[config.mk]
export PLATFORM = sky130hd
export DESIGN_NAME = spi_config_assembler_flat
export DESIGN_NICKNAME = d
export VERILOG_FILES = /design/src/rtl/spi_config_assembler_if.sv /design/src/rtl/spi_config_assembler.sv /design/src/flat_wrapper.sv
export SDC_FILE = /design/constraint.sdc
export NUM_CORES = 1
export LEC_CHECK = 0
export ABC_CLOCK_PERIOD_IN_PS = 4900
export BUFFER_PORTS_ARGS = -buffer_cell sky130_fd_sc_hd__buf_2
export CELL_PAD_IN_SITES_DETAIL_PLACEMENT = 1
export CELL_PAD_IN_SITES_GLOBAL_PLACEMENT = 2
export CORE_MARGIN = 2
export CORE_UTILIZATION = 40
export DETAILED_ROUTE_END_ITERATION = 10
export HOLD_SLACK_MARGIN = 0.03
export PLACE_DENSITY = 0.89
export SKIP_CTS_REPAIR_TIMING = 1
export SYNTH_ARGS = -nofsm -noshare
export SYNTH_HDL_FRONTEND = slang
export SYNTH_SLANG_ARGS = --single-unit
[constraint.sdc]
create_clock -name clk -period 4.9 [get_ports clk]
set_input_delay 0.98 -clock clk [delete_from_list [all_inputs] [get_ports clk]]
set_output_delay 0.98 -clock clk [all_outputs]
set_load 0.02 [all_outputs]
[src/rtl/spi_config_assembler_if.sv]
// Byte-stream and commit signals between the SPI byte receiver, the config
// assembler and the VGA pixel path.
interface spi_config_assembler_if #(
  parameter int unsigned CFG_WIDTH = 32
);
  logic                 ss;
  logic                 byte_valid;
  logic [7:0]           byte_data;
  logic                 vblank_pulse;
  logic [CFG_WIDTH-1:0] config_out;
  logic                 config_update;
  logic [7:0]           status;
  logic [7:0]           err_cnt;

  modport master (
    output ss, byte_valid, byte_data, vblank_pulse,
    input  config_out, config_update, status, err_cnt
  );

  modport slave (
    input  ss, byte_valid, byte_data, vblank_pulse,
    output config_out, config_update, status, err_cnt
  );
endinterface

[src/rtl/spi_config_assembler.sv]
// Assembles one SPI frame (MSB byte first) into a config word, validates its length and
// commits it to config_out at vertical blank so the screen mode never changes mid-frame.
module spi_config_assembler #(
  parameter int unsigned          CFG_WIDTH      = 32,
  parameter logic [CFG_WIDTH-1:0] RESET_CFG      = 32'h80FC_0000,
  parameter bit                   SYNC_TO_VBLANK = 1'b1
) (
  input logic                  clk,
  input logic                  rst,
  spi_config_assembler_if.slave io_bus
);

  localparam int unsigned Bytes = CFG_WIDTH / 8;
  localparam int unsigned CntW  = $clog2(Bytes + 1);

  typedef enum logic {StIdle, StCollect} state_e;

  state_e               r_state, w_state_d;
  logic                 r_ss_q;
  logic [CFG_WIDTH-1:0] r_shadow, w_shadow_d;
  logic [CFG_WIDTH-1:0] r_staged, w_staged_d;
  logic [CFG_WIDTH-1:0] r_cfg, w_cfg_d;
  logic                 r_update, w_update_d;
  logic [CntW-1:0]      r_byte_cnt, w_byte_cnt_d;
  logic                 r_pending, w_pending_d;
  logic                 r_last_err, w_last_err_d;
  logic                 r_overrun, w_overrun_d;
  logic [7:0]           r_err_cnt, w_err_cnt_d;

  logic                 w_frame_end;
  logic                 w_vblank;
  logic                 w_commit;
  logic [2:0]           w_cnt3;

  assign w_frame_end = io_bus.ss & ~r_ss_q;
  assign w_vblank    = SYNC_TO_VBLANK ? io_bus.vblank_pulse : 1'b1;
  // Commit looks at pending before the edge, so a colliding good frame stays staged.
  assign w_commit    = w_vblank & r_pending;

  always_comb begin
    w_state_d    = r_state;
    w_shadow_d   = r_shadow;
    w_staged_d   = r_staged;
    w_cfg_d      = r_cfg;
    w_update_d   = 1'b0;
    w_byte_cnt_d = r_byte_cnt;
    w_pending_d  = r_pending;
    w_last_err_d = r_last_err;
    w_overrun_d  = r_overrun;
    w_err_cnt_d  = r_err_cnt;

    if (w_commit) begin
      w_cfg_d     = r_staged;
      w_pending_d = 1'b0;
      w_update_d  = 1'b1;
    end

    case (r_state)
      StIdle: begin
        if (!io_bus.ss) begin
          w_state_d    = StCollect;
          w_byte_cnt_d = '0;
          w_overrun_d  = 1'b0;
          w_shadow_d   = '0;
        end
      end
      StCollect: begin
        if (w_frame_end) begin
          w_state_d = StIdle;
          if (r_byte_cnt == CntW'(Bytes) && !r_overrun) begin
            w_staged_d   = r_shadow;
            w_pending_d  = 1'b1;
            w_last_err_d = 1'b0;
          end else begin
            w_last_err_d = 1'b1;
            if (r_err_cnt != 8'hFF) w_err_cnt_d = r_err_cnt + 8'd1;
          end
        end else if (io_bus.byte_valid && !io_bus.ss) begin
          if (r_byte_cnt < CntW'(Bytes)) begin
            w_shadow_d   = {r_shadow[CFG_WIDTH-9:0], io_bus.byte_data};
            w_byte_cnt_d = r_byte_cnt + CntW'(1);
          end else begin
            w_overrun_d = 1'b1;
          end
        end
      end
      default: w_state_d = StIdle;
    endcase
  end

  always_ff @(posedge clk or posedge rst) begin
    if (rst) begin
      r_state    <= StIdle;
      r_ss_q     <= 1'b1;
      r_shadow   <= '0;
      r_staged   <= '0;
      r_cfg      <= RESET_CFG;
      r_update   <= 1'b0;
      r_byte_cnt <= '0;
      r_pending  <= 1'b0;
      r_last_err <= 1'b0;
      r_overrun  <= 1'b0;
      r_err_cnt  <= 8'h00;
    end else begin
      r_state    <= w_state_d;
      r_ss_q     <= io_bus.ss;
      r_shadow   <= w_shadow_d;
      r_staged   <= w_staged_d;
      r_cfg      <= w_cfg_d;
      r_update   <= w_update_d;
      r_byte_cnt <= w_byte_cnt_d;
      r_pending  <= w_pending_d;
      r_last_err <= w_last_err_d;
      r_overrun  <= w_overrun_d;
      r_err_cnt  <= w_err_cnt_d;
    end
  end

  assign w_cnt3               = 3'(r_byte_cnt);
  assign io_bus.config_out    = r_cfg;
  assign io_bus.config_update = r_update;
  assign io_bus.status        = {r_pending, r_last_err, 3'b000, w_cnt3};
  assign io_bus.err_cnt       = r_err_cnt;

endmodule

[src/flat_wrapper.sv]
// flat-port wrapper written by rule: the top's interface ports become plain ports
module spi_config_assembler_flat 
#(
  parameter int unsigned          CFG_WIDTH      = 32,
  parameter logic [CFG_WIDTH-1:0] RESET_CFG      = 32'h80FC_0000,
  parameter bit                   SYNC_TO_VBLANK = 1'b1
)
  (clk, rst, io_bus_ss, io_bus_byte_valid, io_bus_byte_data, io_bus_vblank_pulse, io_bus_config_out, io_bus_config_update, io_bus_status, io_bus_err_cnt);
  spi_config_assembler_if #(.CFG_WIDTH(CFG_WIDTH)) io_bus_i ();
  input logic clk;
  input logic rst;
  input wire logic [$bits(io_bus_i.ss)-1:0] io_bus_ss;
  input wire logic [$bits(io_bus_i.byte_valid)-1:0] io_bus_byte_valid;
  input wire logic [$bits(io_bus_i.byte_data)-1:0] io_bus_byte_data;
  input wire logic [$bits(io_bus_i.vblank_pulse)-1:0] io_bus_vblank_pulse;
  output wire logic [$bits(io_bus_i.config_out)-1:0] io_bus_config_out;
  output wire logic [$bits(io_bus_i.config_update)-1:0] io_bus_config_update;
  output wire logic [$bits(io_bus_i.status)-1:0] io_bus_status;
  output wire logic [$bits(io_bus_i.err_cnt)-1:0] io_bus_err_cnt;
  assign io_bus_i.ss = io_bus_ss;
  assign io_bus_i.byte_valid = io_bus_byte_valid;
  assign io_bus_i.byte_data = io_bus_byte_data;
  assign io_bus_i.vblank_pulse = io_bus_vblank_pulse;
  assign io_bus_config_out = io_bus_i.config_out;
  assign io_bus_config_update = io_bus_i.config_update;
  assign io_bus_status = io_bus_i.status;
  assign io_bus_err_cnt = io_bus_i.err_cnt;
  spi_config_assembler #(.CFG_WIDTH(CFG_WIDTH), .RESET_CFG(RESET_CFG), .SYNC_TO_VBLANK(SYNC_TO_VBLANK)) u_core (.clk(clk), .rst(rst), .io_bus(io_bus_i));
endmodule
== Yosys cells after proc, flatten, opt, wreduce, memory -nomap -nowiden ==
Index checks and enable logic that the tools add are counted.

* Flip-flop bits (word level): 113
* Input port bits: 13
* Output and inout bits: 49
* Logic and storage cells: 59

* $add $sub $neg: 2
* Magnitude comparators: 1
* Equal/unequal tests: 7
* Mux-type cells: 24
* Bitwise operators: 5
* Reduce and logical (&&, ||, !) cells: 9

{| class="wikitable"
|+ Operators with widths
! operator !! number
|-
| 32-bit 2-to-1 mux || 4
|-
| 32-bit case mux with 2 select lines || 1
|-
| 1-bit 2-to-1 mux || 12
|-
| 3-bit 2-to-1 mux || 4
|-
| 4-bit AND reduction || 3
|-
| 2-bit inequality test, second input constant || 5
|-
| 8-bit by 1-bit adder with 8-bit output, second input constant || 1
|-
| 8-bit inequality test, second input constant || 1
|-
| 3-bit case mux with 2 select lines || 1
|-
| 1-bit case mux with 2 select lines || 2
|-
| 3-bit by 1-bit adder with 3-bit output, second input constant || 1
|-
| 3-bit equality test, second input constant || 1
|-
| 3-bit < comparator, second input constant || 1
|-
| 1-bit inverter || 3
|-
| 3-bit AND reduction || 1
|-
| 1-bit AND || 2
|-
| 1-bit logical AND || 2
|-
| 1-bit logical NOT || 2
|-
| 2-bit AND reduction || 1
|}

== Longest topological paths before layout ==
Gate-level depths: netlist (run 1).

* Depth in word-level cells: 5
* Gate-level depth with buffers: 6
* Gate-level depth less buffers: 6

== Worst setup path before layout (run 1) ==
No wires, ideal clock.

* Kind: input-to-reg
* Start point: in io_bus_ss
* End point: reg u_core.r_err_cnt[6], in the netlist u_core.io_bus.err_cnt[6]
* Library setup time: 0.125 ns
* Data arrival time: 1.801 ns
* Required time: 4.775 ns
* Slack: 2.974 ns
* Stages: 4
* Path buffers: 0
* Path through: and3b_1 -> and2_4 -> and4_4 -> mux2_4

* Longest elaborated chain between the ends: 2

{| class="wikitable"
|+ Ends and longest elaborated chain
! item !! line !! RTL
|-
| from (decl) || flat_wrapper.sv:12 || <nowiki>input wire logic [$bits(io_bus_i.ss)-1:0] io_bus_ss;</nowiki>
|-
| 1-bit AND || spi_config_assembler.sv:35 || <nowiki>assign w_frame_end = io_bus.ss & ~r_ss_q;</nowiki>
|-
| 4-bit AND reduction (no source line) || - ||
|-
| to (signal assigned) || spi_config_assembler.sv:115 || <nowiki>r_err_cnt <= w_err_cnt_d;</nowiki>
|-
| to (decl) || spi_config_assembler.sv:28 || <nowiki>logic [7:0] r_err_cnt, w_err_cnt_d;</nowiki>
|}

Every way passes these cells.
A chain may end at the register's enable or synchronous reset.

== Worst setup path after layout (run 1) ==
* Start point: reg u_core.r_byte_cnt[0]
* End point: reg u_core.r_staged[25]

* Longest elaborated chain between the ends: 3

{| class="wikitable"
|+ Ends and longest elaborated chain
! item !! line !! RTL
|-
| from (decl) || spi_config_assembler.sv:24 || <nowiki>logic [CntW-1:0] r_byte_cnt, w_byte_cnt_d;</nowiki>
|-
| from (signal assigned) || spi_config_assembler.sv:111 || <nowiki>r_byte_cnt <= w_byte_cnt_d;</nowiki>
|-
| 3-bit equality test || spi_config_assembler.sv:70 || <nowiki>if (r_byte_cnt == CntW'(Bytes) && !r_overrun) begin</nowiki>
|-
| 1-bit logical AND || spi_config_assembler.sv:70 ||
|-
| 3-bit AND reduction (no source line) || - ||
|-
| to (signal assigned) || spi_config_assembler.sv:108 || <nowiki>r_staged <= w_staged_d;</nowiki>
|-
| to (decl) || spi_config_assembler.sv:21 || <nowiki>logic [CFG_WIDTH-1:0] r_staged, w_staged_d;</nowiki>
|}

Every way passes these cells.

==> reports/results.ini, run 1 <==
[status]
outcome=finished clean

[setup_path]
cp-end-kind=register
start_kind=register
path_class=register to register
worst_ep_required_time_ns=5.29
cp_slowest_cell=nor2_4
worst_path_largest_cell_delay_ns=0.81
path_cells=inv_1 -> ha_1 -> nand3b_2 -> nor2_4 -> mux2_2
path_max_fanout=33
arrival_ns=2.61

[drt]
wl_met2_um=4280
viasPerCell=5.03
drt-met1-wl_um=3940
ant_nets=0
wl_per_cell_um=17.3
dr_wl_met3_um=393
top_layer_used=met4
vias=2539
drc_errors=0
drtPass1Iterations=4
routed_wl_um=8720
initialDrtViolationCount=122

[placement]
numPortBuffers=58
placed_cell_area_mm2=0.00473
hpwlAfterDp_um=5200
gp_congestion=0.731

[timing]
hold_violations=0
final.period_utilization_pct=45.4
relSlewSlack_pct=18.6
rsz0062_at_grt=no
setup_viol=0
fin_setup_tns_ns=0
finalCriticalPeriod_ns=2.22
fmax_mhz=450
worst_slew_pin_slew_ns=1.22
drv_slew=0
clock_skew_ns=0.00772

[clock_network]
cts_buffer_depth=2
cts.htree.levels=4
cts.sinks=113
cts_root_buf=clkbuf_8
clk-insertion-delay-late_ns=0.51
cts_tree=yes
path_clk_slew_ns=0.05
cts_buffers=17

[logic_synthesis]
synthesis.area_mm2=0.00437
yosys.area_share.simple_pct=5.07
synth_top_family_by_area=multiplexers
synthXorXnorAreaFrac_pct=0.802
synth_top_area_share_pct=60.2
yosys_warnings=0
yosys-top-cells-area=dfrtp_1 (60%), mux2_2 (17%), a22o_1 (6.6%)
synth_seq_area_share_pct=65.0
synth_fa_ha_area_share_pct=0.859
synth_top_cell_by_area=dfrtp_1
ys_ff_latch=113
netlist-cell-type-count=32
synthesis.instances=289
avgSynthCellArea_um2=15.1
synth_compound_area_share_pct=7.16
muxShareOfSynthArea_pct=17.6

[power_and_ir_drop]
cellLeakagePower_uw=0.00277
p_per_area_mw_per_mm2=478
vdd_ir_drop_max_mv=0.258

[run]
max_cap_violations=0

[layout]
drive_gt1_share_pct=46.8
layout.area.seq_mm2=0.00284
mostFrequentLayoutCells=dfrtp_1 (105), mux2_2 (66), buf_2 (58), a22o_1 (33), clkbuf_16 (16)
multiInputGateArea_mm2=0.00139
finalNetCount=368
syn_to_final_growth_pct=22.1
fillers=1091
stdcell_area_mm2=0.00533
post-route-util_pct=49.6
final_common_cell=dfrtp_1
antenna_cells=0

[floorplanning]
die_y_um=109
start_util_pct=40.6
fp-row-count=38
ios=62
core_area_mm2=0.0107
die-area_mm2=0.0118
dieWidth_um=109

[global_routing]
grt_pass1_wl_um=14400
overflow=0
grt_use_total_pct=16.4
grt_pass1_vias=2754
grt_max_degree=88
antenna_found_initial=0

[hold_path]
hold_class=register to register

## sequential cells by signal, indices dropped and copies added, names as in the netlist
| signal | count |
|---|---|
| u_core.io_bus.config_out | 32 |
| u_core.r_shadow | 32 |
| u_core.r_staged | 32 |
| u_core.io_bus.err_cnt | 8 |
| u_core.r_byte_cnt | 3 |
| u_core.io_bus.config_update | 1 |
| u_core.r_last_err | 1 |
| u_core.r_overrun | 1 |
| u_core.r_pending | 1 |
| u_core.r_ss_q | 1 |
| u_core.r_state | 1 |
## final timing paths
check,from,to,slack [ns],cells past startpoint
setup reg to reg,u_core.r_byte_cnt[0],u_core.r_staged[25],2.68,5
min in group asynchronous,rst,u_core.io_bus.err_cnt[4],0.71,2
setup / recovery,u_core.r_byte_cnt[0],u_core.r_staged[25],2.68,5
max in group asynchronous,rst,u_core.r_staged[27],3.27,3
hold / removal,u_core.r_overrun,u_core.r_overrun,0.50,2
hold reg to reg,u_core.r_overrun,u_core.r_overrun,0.50,2
## critical path: cells and delay by family, from the launching register on
family	cells	cell delay (ns)
adder cells (fa/ha/maj)	1	0.18
buffers and inverters	1	0.10
flip-flops	1	0.41
multiplexers	1	0.42
AND/OR/NAND/NOR	2	0.97
## per-stage QoR
step	instances	total power, µW	hold slack (ns)	setup slack, ns
floorplan	291	1260	0.455	0.946
global placement	473	1320	0.474	2.32
global route	505	2650	0.520	2.51
detailed placement	473	1340	0.484	2.28
finish	505	2550	0.496	2.68
CTS	505	2570	0.499	2.63
## layout make-up
cell class / count / share of cell area, %
multi-input cells: 154 / 26.0
well taps: 140 / 3.29
clock inverters: 9 / 2.44
flip-flops and latches: 113 / 53.2
clock buffers: 23 / 8.75
repair buffers: 61 / 5.87
inverters: 5 / 0.399
## Yosys cell counts
| cell | n |
|---|---|
| mux2_4 | 1 |
| mux2_1 | 1 |
| nor2_1 | 8 |
| nand2b_1 | 2 |
| mux2_2 | 66 |
| xnor2_1 | 1 |
| nor2b_4 | 1 |
| a21oi_1 | 2 |
| conb_1 | 1 |
| dfrtp_1 | 105 |
| a22o_1 | 33 |
| xor2_1 | 3 |
| nand4_1 | 1 |
| a21o_1 | 1 |
| o22ai_1 | 1 |
| inv_1 | 5 |
| nor3_1 | 1 |
| and2_4 | 1 |
| nand3b_2 | 1 |
| ha_1 | 3 |
| nand2_1 | 11 |
| nor2b_1 | 1 |
| buf_6 | 3 |
| dfstp_2 | 8 |
| nand3_1 | 4 |
| buf_4 | 7 |
| and3_1 | 3 |
| nand3b_1 | 1 |
| and3b_1 | 2 |
| buf_2 | 9 |
| and4_4 | 1 |
| nor2_4 | 1 |
## where the power goes
| group | leakage [µW] | switching, µW | internal (µW) |
|---|---|---|---|
| clock | 0.000280 | 412 | 812 |
| sequential | 0.00152 | 73.6 | 1020 |
| combinational | 0.000973 | 133 | 100 |
## cells by family after synthesis
logic type,after synthesis
AO/OA/AOI/OAI,37
XOR/XNOR,4
adder cells (fa/ha/maj),3
buffers and inverters,24
flip-flops,113
multiplexers,68
other,1
AND/OR/NAND/NOR,39
## metal layers
| layer | global-route usage, % | vias up |
|---|---|---|
| li1 | - | 1160 |
| met5 | 0 | - |
| met3 | 5.67 | 12 |
| met4 | 6.68 | 0 |
| met2 | 26.6 | 55 |
| met1 | 20.1 | 1312 |
Power figures use the tool's default switching activity.
==> run 2, diff against run 1 <==
--- a/config.mk
+++ b/config.mk
@@ -5,7 +5,7 @@
 export SDC_FILE = /design/constraint.sdc
 export NUM_CORES = 1
 export LEC_CHECK = 0
-export ABC_CLOCK_PERIOD_IN_PS = 4900
+export ABC_CLOCK_PERIOD_IN_PS = 2300
 export BUFFER_PORTS_ARGS = -buffer_cell sky130_fd_sc_hd__buf_2
 export CELL_PAD_IN_SITES_DETAIL_PLACEMENT = 1
 export CELL_PAD_IN_SITES_GLOBAL_PLACEMENT = 2
==> constraint.sdc (replaced) <==
create_clock -name clk -period 2.3 [get_ports clk]
set_input_delay 0.46 -clock clk [delete_from_list [all_inputs] [get_ports clk]]
set_output_delay 0.46 -clock clk [all_outputs]
set_load 0.02 [all_outputs]
==> run 2 against run 1 <==
Final cell count grew 1.2%. Global-route usage shrank 0.11 points. Clock skew grew 0.0078 ns. Critical path type unchanged.
==> reports/results.ini, run 2 (synthesized netlist as in run 1, its figures left out) <==
[power_and_ir_drop]
power_frac_seq_pct=44.4
power_uw=5230
p_comb_share_pct=9.7
cellLeakagePower_uw=0.00280
p_per_area_mw_per_mm2=975
clkPwrFrac_pct=45.8
p_int_uw=3960
power_switching_share_pct=24.3
switching_power_uw=1270
vdd_ir_drop_max_mv=0.433

[setup_path]
worst_ep_required_time_ns=2.68
path_max_fanout=33
worst_path_largest_cell_delay_ns=0.41
start_kind=register
r2r_setup_slack_ns=0.60
cp-end-kind=register
r2r_start=u_core.r_byte_cnt[0]
ff2ff_path_depth=6
cp_slowest_cell=dfrtp_1
arrival_ns=2.08
path_class=register to register
path_cells=inv_1 -> ha_1 -> nand3b_2 -> nor2_4 -> buf_12 -> mux2_2
cp.depth=6
timing.rr.end=u_core.r_staged[8]
crit_family=flip-flops
cp_num_buf_inv=2

[global_routing]
grt_max_degree=47
grt_pass1_vias=2743
grt_pass1_wl_um=14200
overflow=0
grt_use_total_pct=16.3
antenna_found_initial=0

[layout]
mostFrequentLayoutCells=dfrtp_1 (105), mux2_2 (66), buf_2 (58), a22o_1 (33), clkbuf_16 (16)
finalNetCount=374
drive_gt1_share_pct=46.9
final_common_cell=dfrtp_1
antenna_cells=0
fillers=1088
syn_to_final_growth_pct=22.8

[timing]
hold_slack_ns=0.104
clock_skew_ns=0.0155
rsz0062_at_grt=no
final.period_utilization_pct=73.8
fin_setup_tns_ns=0
hold_violations=0
fmax_mhz=589
drv_slew=0
finalCriticalPeriod_ns=1.70
setup_viol=0

[floorplanning]
die_y_um=109
core_area_mm2=0.0107
dieWidth_um=109
start_util_pct=40.6
fp-row-count=38
die-area_mm2=0.0118
ios=62

[clock_network]
path_clk_slew_ns=0.05
clk-insertion-delay-late_ns=0.51
cts_tree=yes
cts.htree.levels=4
cts.sinks=113
cts_buffer_depth=2
cts_buffers=17
cts_root_buf=clkbuf_8

[hold_path]
min_to=u_core.r_ss_q
holdCritStartpoint=io_bus_ss
hold_depth=1
hold_class=primary input to register

[placement]
numPortBuffers=58
hpwlAfterDp_um=5440
gp_congestion=0.741

[drt]
viasPerCell=5.02
routed_wl_um=8740
drc_errors=0
ant_nets=0
vias=2567
initialDrtViolationCount=85
drtPass1Iterations=4
wl_per_cell_um=17.1

[run]
max_cap_violations=0

[status]
outcome=finished clean

-- run 2: changes by cell type in the layout (fill, tap and decap cells not counted), sizes merged --
cell | previous run | this run
buf | 61 | 66
clkbuf | 23 | 27
clkinvlp | 4 | 1
bufinv | 3 | 1
clkinv | 2 | 4
dlygate4sd3 | 0 | 1
inv | 5 | 4
-- run 2: worst max path at each step --
| stage | from | endpoint | slack, ns |
|---|---|---|---|
| 2_1_floorplan | rst | u_core.io_bus.config_out[0] | 0.48 |
| 3_3_place_gp | u_core.r_byte_cnt[0] | u_core.r_staged[16] | 0.67 |
| 3_5_place_dp | u_core.r_byte_cnt[0] | u_core.r_staged[25] | 0.62 |
| 4_1_cts | u_core.r_byte_cnt[0] | u_core.r_staged[8] | 0.60 |
| 5_1_grt | u_core.r_byte_cnt[0] | u_core.r_staged[10] | 0.50 |
| 6_report | u_core.r_byte_cnt[0] | u_core.r_staged[8] | 0.60 |
-- run 2: worst reg2reg max path, cell delays in order (launching register included) --
cell and delay, ns:
dfrtp_1 0.41, inv_1 0.10, ha_1 0.16, nand3b_2 0.14, nor2_4 0.16, buf_12 0.22
mux2_2 0.39
-- run 2: final cells by class --
cell class | count | area [µm²] | area share [%]
Clock buffer | 27 | 502 | 9.35
Clock inverter | 5 | 53.8 | 1.00
Inverter | 5 | 22.5 | 0.420
Multi-Input combinational cell | 154 | 1390 | 25.9
Sequential cell | 113 | 2840 | 52.9
Tap cell | 140 | 175 | 3.27
Timing Repair Buffer | 67 | 385 | 7.18
-- run 2: power groups by stage --
stage	registers, µW	clock network, µW	logic (µW)
5_1_grt	2350	2540	564
4_1_cts	2320	2450	519
2_1_floorplan	2380	0	302
3_3_place_gp	2340	0	497
6_report	2320	2400	508
3_5_place_dp	2350	0	511
-- run 2: stage by stage --
stage	setup slack, ns	cell area, µm²	cells	util, %
4_1_cts	0.601	5350	510	49.8
5_1_grt	0.501	5360	511	49.9
2_1_floorplan	0.475	4380	291	-
6_report	0.602	5360	511	49.9
3_3_place_gp	0.675	4800	478	44.7
3_5_place_dp	0.617	4800	478	44.7
-- run 2: per-layer routing --
| layer | track usage, % | vias up | share of wire [%] |
|---|---|---|---|
| li1 | - | 1168 | - |
| met2 | 24.8 | 52 | 49 |
| met5 | 0 | - | 0 |
| met4 | 6.78 | 0 | 1.7 |
| met3 | 6.69 | 8 | 4.7 |
| met1 | 20.6 | 1339 | 45 |
==> run 3, diff against run 2 <==
--- a/config.mk
+++ b/config.mk
@@ -5,15 +5,15 @@
 export SDC_FILE = /design/constraint.sdc
 export NUM_CORES = 1
 export LEC_CHECK = 0
-export ABC_CLOCK_PERIOD_IN_PS = 2300
+export ABC_CLOCK_PERIOD_IN_PS = 1400
 export BUFFER_PORTS_ARGS = -buffer_cell sky130_fd_sc_hd__buf_2
 export CELL_PAD_IN_SITES_DETAIL_PLACEMENT = 1
 export CELL_PAD_IN_SITES_GLOBAL_PLACEMENT = 2
 export CORE_MARGIN = 2
-export CORE_UTILIZATION = 40
+export CORE_UTILIZATION = 36
 export DETAILED_ROUTE_END_ITERATION = 10
 export HOLD_SLACK_MARGIN = 0.03
-export PLACE_DENSITY = 0.89
+export PLACE_DENSITY = 0.85
 export SKIP_CTS_REPAIR_TIMING = 1
 export SYNTH_ARGS = -nofsm -noshare
 export SYNTH_HDL_FRONTEND = slang
==> constraint.sdc (replaced) <==
create_clock -name clk -period 1.4 [get_ports clk]
set_input_delay 0.28 -clock clk [delete_from_list [all_inputs] [get_ports clk]]
set_output_delay 0.28 -clock clk [all_outputs]
set_load 0.02 [all_outputs]
==> run 3 against run 2 <==
The run now ends with setup timing left. Worst hold slack got worse by 0.018 ns. Global-route usage is 0.69 points lower. Register-to-register slack got worse by 0.79 ns. First-iteration DRC count rose by 19%. Flip-flop and latch count is the same. Power increased by 89%. Critical endpoint is now u_core.r_staged[28].
==> reports/results.ini, run 3 (synthesized netlist as in run 1, its figures left out) <==
[clock_network]
cts_root_buf=clkbuf_16
clk-insertion-delay-late_ns=0.41
cts.sinks=113
cts.htree.levels=4
cts_tree=yes
path_clk_slew_ns=0.05
cts_buffers=17
cts_buffer_depth=2

[timing]
worst_slew_pin_slew_ns=0.500
finalCriticalPeriod_ns=1.58
rsz0062_at_grt=yes
setup_ws_ns=-0.185
setup_viol=38
fin_setup_tns_ns=-5.67
fmax_mhz=631
relSlewSlack_pct=66.6
final.period_utilization_pct=113
clock_skew_ns=0.00986
drv_slew=0
hold_violations=0

[floorplanning]
core_area_mm2=0.0119
die-area_mm2=0.0130
fp-row-count=40
start_util_pct=36.7
die_y_um=114
dieWidth_um=114
ios=62

[global_routing]
grt_max_degree=98
overflow=0
grt_pass1_vias=2827
antenna_found_initial=0
grt_use_total_pct=15.6
grt_pass1_wl_um=15300

[drt]
ant_nets=0
drc_errors=0
drtPass1Iterations=5
vias=2733
routed_wl_um=10200
wl_per_cell_um=18.8
viasPerCell=5.03
initialDrtViolationCount=101

[layout]
mostFrequentLayoutCells=dfrtp_1 (105), buf_2 (48), mux2_4 (35), a22o_1 (33), mux2_2 (33)
post-route-util_pct=50.1
antenna_cells=0
drive_gt1_share_pct=53.3
syn_to_final_growth_pct=36.6
fillers=1180
final_common_cell=dfrtp_1
finalNetCount=399
layout.area.seq_mm2=0.00284
multiInputGateArea_mm2=0.00157

[setup_path]
arrival_ns=1.87
path_cells=inv_2 -> ha_4 -> nand3b_4 -> nor2_4 -> buf_12 -> clkbuf_16 -> mux2_4
start_kind=register
crit_family=flip-flops
cp_slowest_cell=dfrtp_1
cp_num_buf_inv=3
path_max_fanout=8
worst_ep_required_time_ns=1.69
path_class=register to register
cp-end-kind=register
worst_path_largest_cell_delay_ns=0.40

[power_and_ir_drop]
power_frac_seq_pct=38.6
p_per_area_mw_per_mm2=1650
vdd_ir_drop_max_mv=0.685
power_switching_share_pct=24.1
p_int_uw=7490
power_uw=9860
switching_power_uw=2380
cellLeakagePower_uw=0.00304
p_comb_share_pct=14.0
clkPwrFrac_pct=47.4

[hold_path]
hold_class=primary input to register

[placement]
dp_slack_ns=-0.225
numPortBuffers=58
gp_congestion=0.689
hpwlAfterDp_um=5860

[run]
max_cap_violations=0

[status]
outcome=finished, violations left
violations=setup timing

-- run 3: path summary, 6_finish.rpt --
check                                                   from  cells past startpoint                            to  slack (ns)
worst max-delay path                    u_core.r_byte_cnt[1]                      7           u_core.r_staged[28]       -0.18
worst min-delay path                     io_bus_byte_data[3]                      2            u_core.r_shadow[3]        0.09
worst max register to register          u_core.r_byte_cnt[1]                      7           u_core.r_staged[28]       -0.18
worst min register to register  u_core.io_bus.config_out[11]                      1  u_core.io_bus.config_out[11]        0.50
max in group asynchronous                                rst                      4   u_core.io_bus.config_out[6]        0.43
min in group asynchronous                                rst                      4          u_core.r_byte_cnt[1]        0.51
-- run 3: routing by layer --
| metal | wire [µm] | up-vias | track usage [%] | share of wire (%) |
|---|---|---|---|---|
| met2 | 5180 | 60 | 24.5 | 51 |
| li1 | - | 1207 | - | - |
| met4 | 230 | 0 | 8.13 | 2.3 |
| met5 | 0 | - | 0 | 0 |
| met1 | 4400 | 1444 | 19.9 | 43 |
| met3 | 403 | 22 | 4.24 | 3.9 |
-- run 3: layout make-up --
type | count | share of cell area [%]
clock inverters | 10 | 3.08
multi-input cells | 154 | 26.3
repair buffers | 92 | 12.0
flip-flops and latches | 113 | 47.5
well taps | 147 | 3.08
inverters | 5 | 0.377
clock buffers | 22 | 7.61
-- run 3: power groups by stage --
stage	Sequential [µW]	Combinational, µW	Clock, µW
5_1_grt	3840	1480	4890
3_5_place_dp	3820	1090	0
6_report	3800	1380	4680
3_3_place_gp	3800	1040	0
2_1_floorplan	3910	497	0
4_1_cts	3780	1120	4760
-- run 3: stage by stage --
step / hold slack [ns] / instance area (µm²) / instances
3_5_place_dp: 0.379 / 4990 / 503
4_1_cts: -0.0573 / 5630 / 535
6_report: 0.0859 / 5970 / 543
5_1_grt: 0.0743 / 5970 / 543
2_1_floorplan: 0.284 / 4380 / 291
3_3_place_gp: 0.377 / 4990 / 503
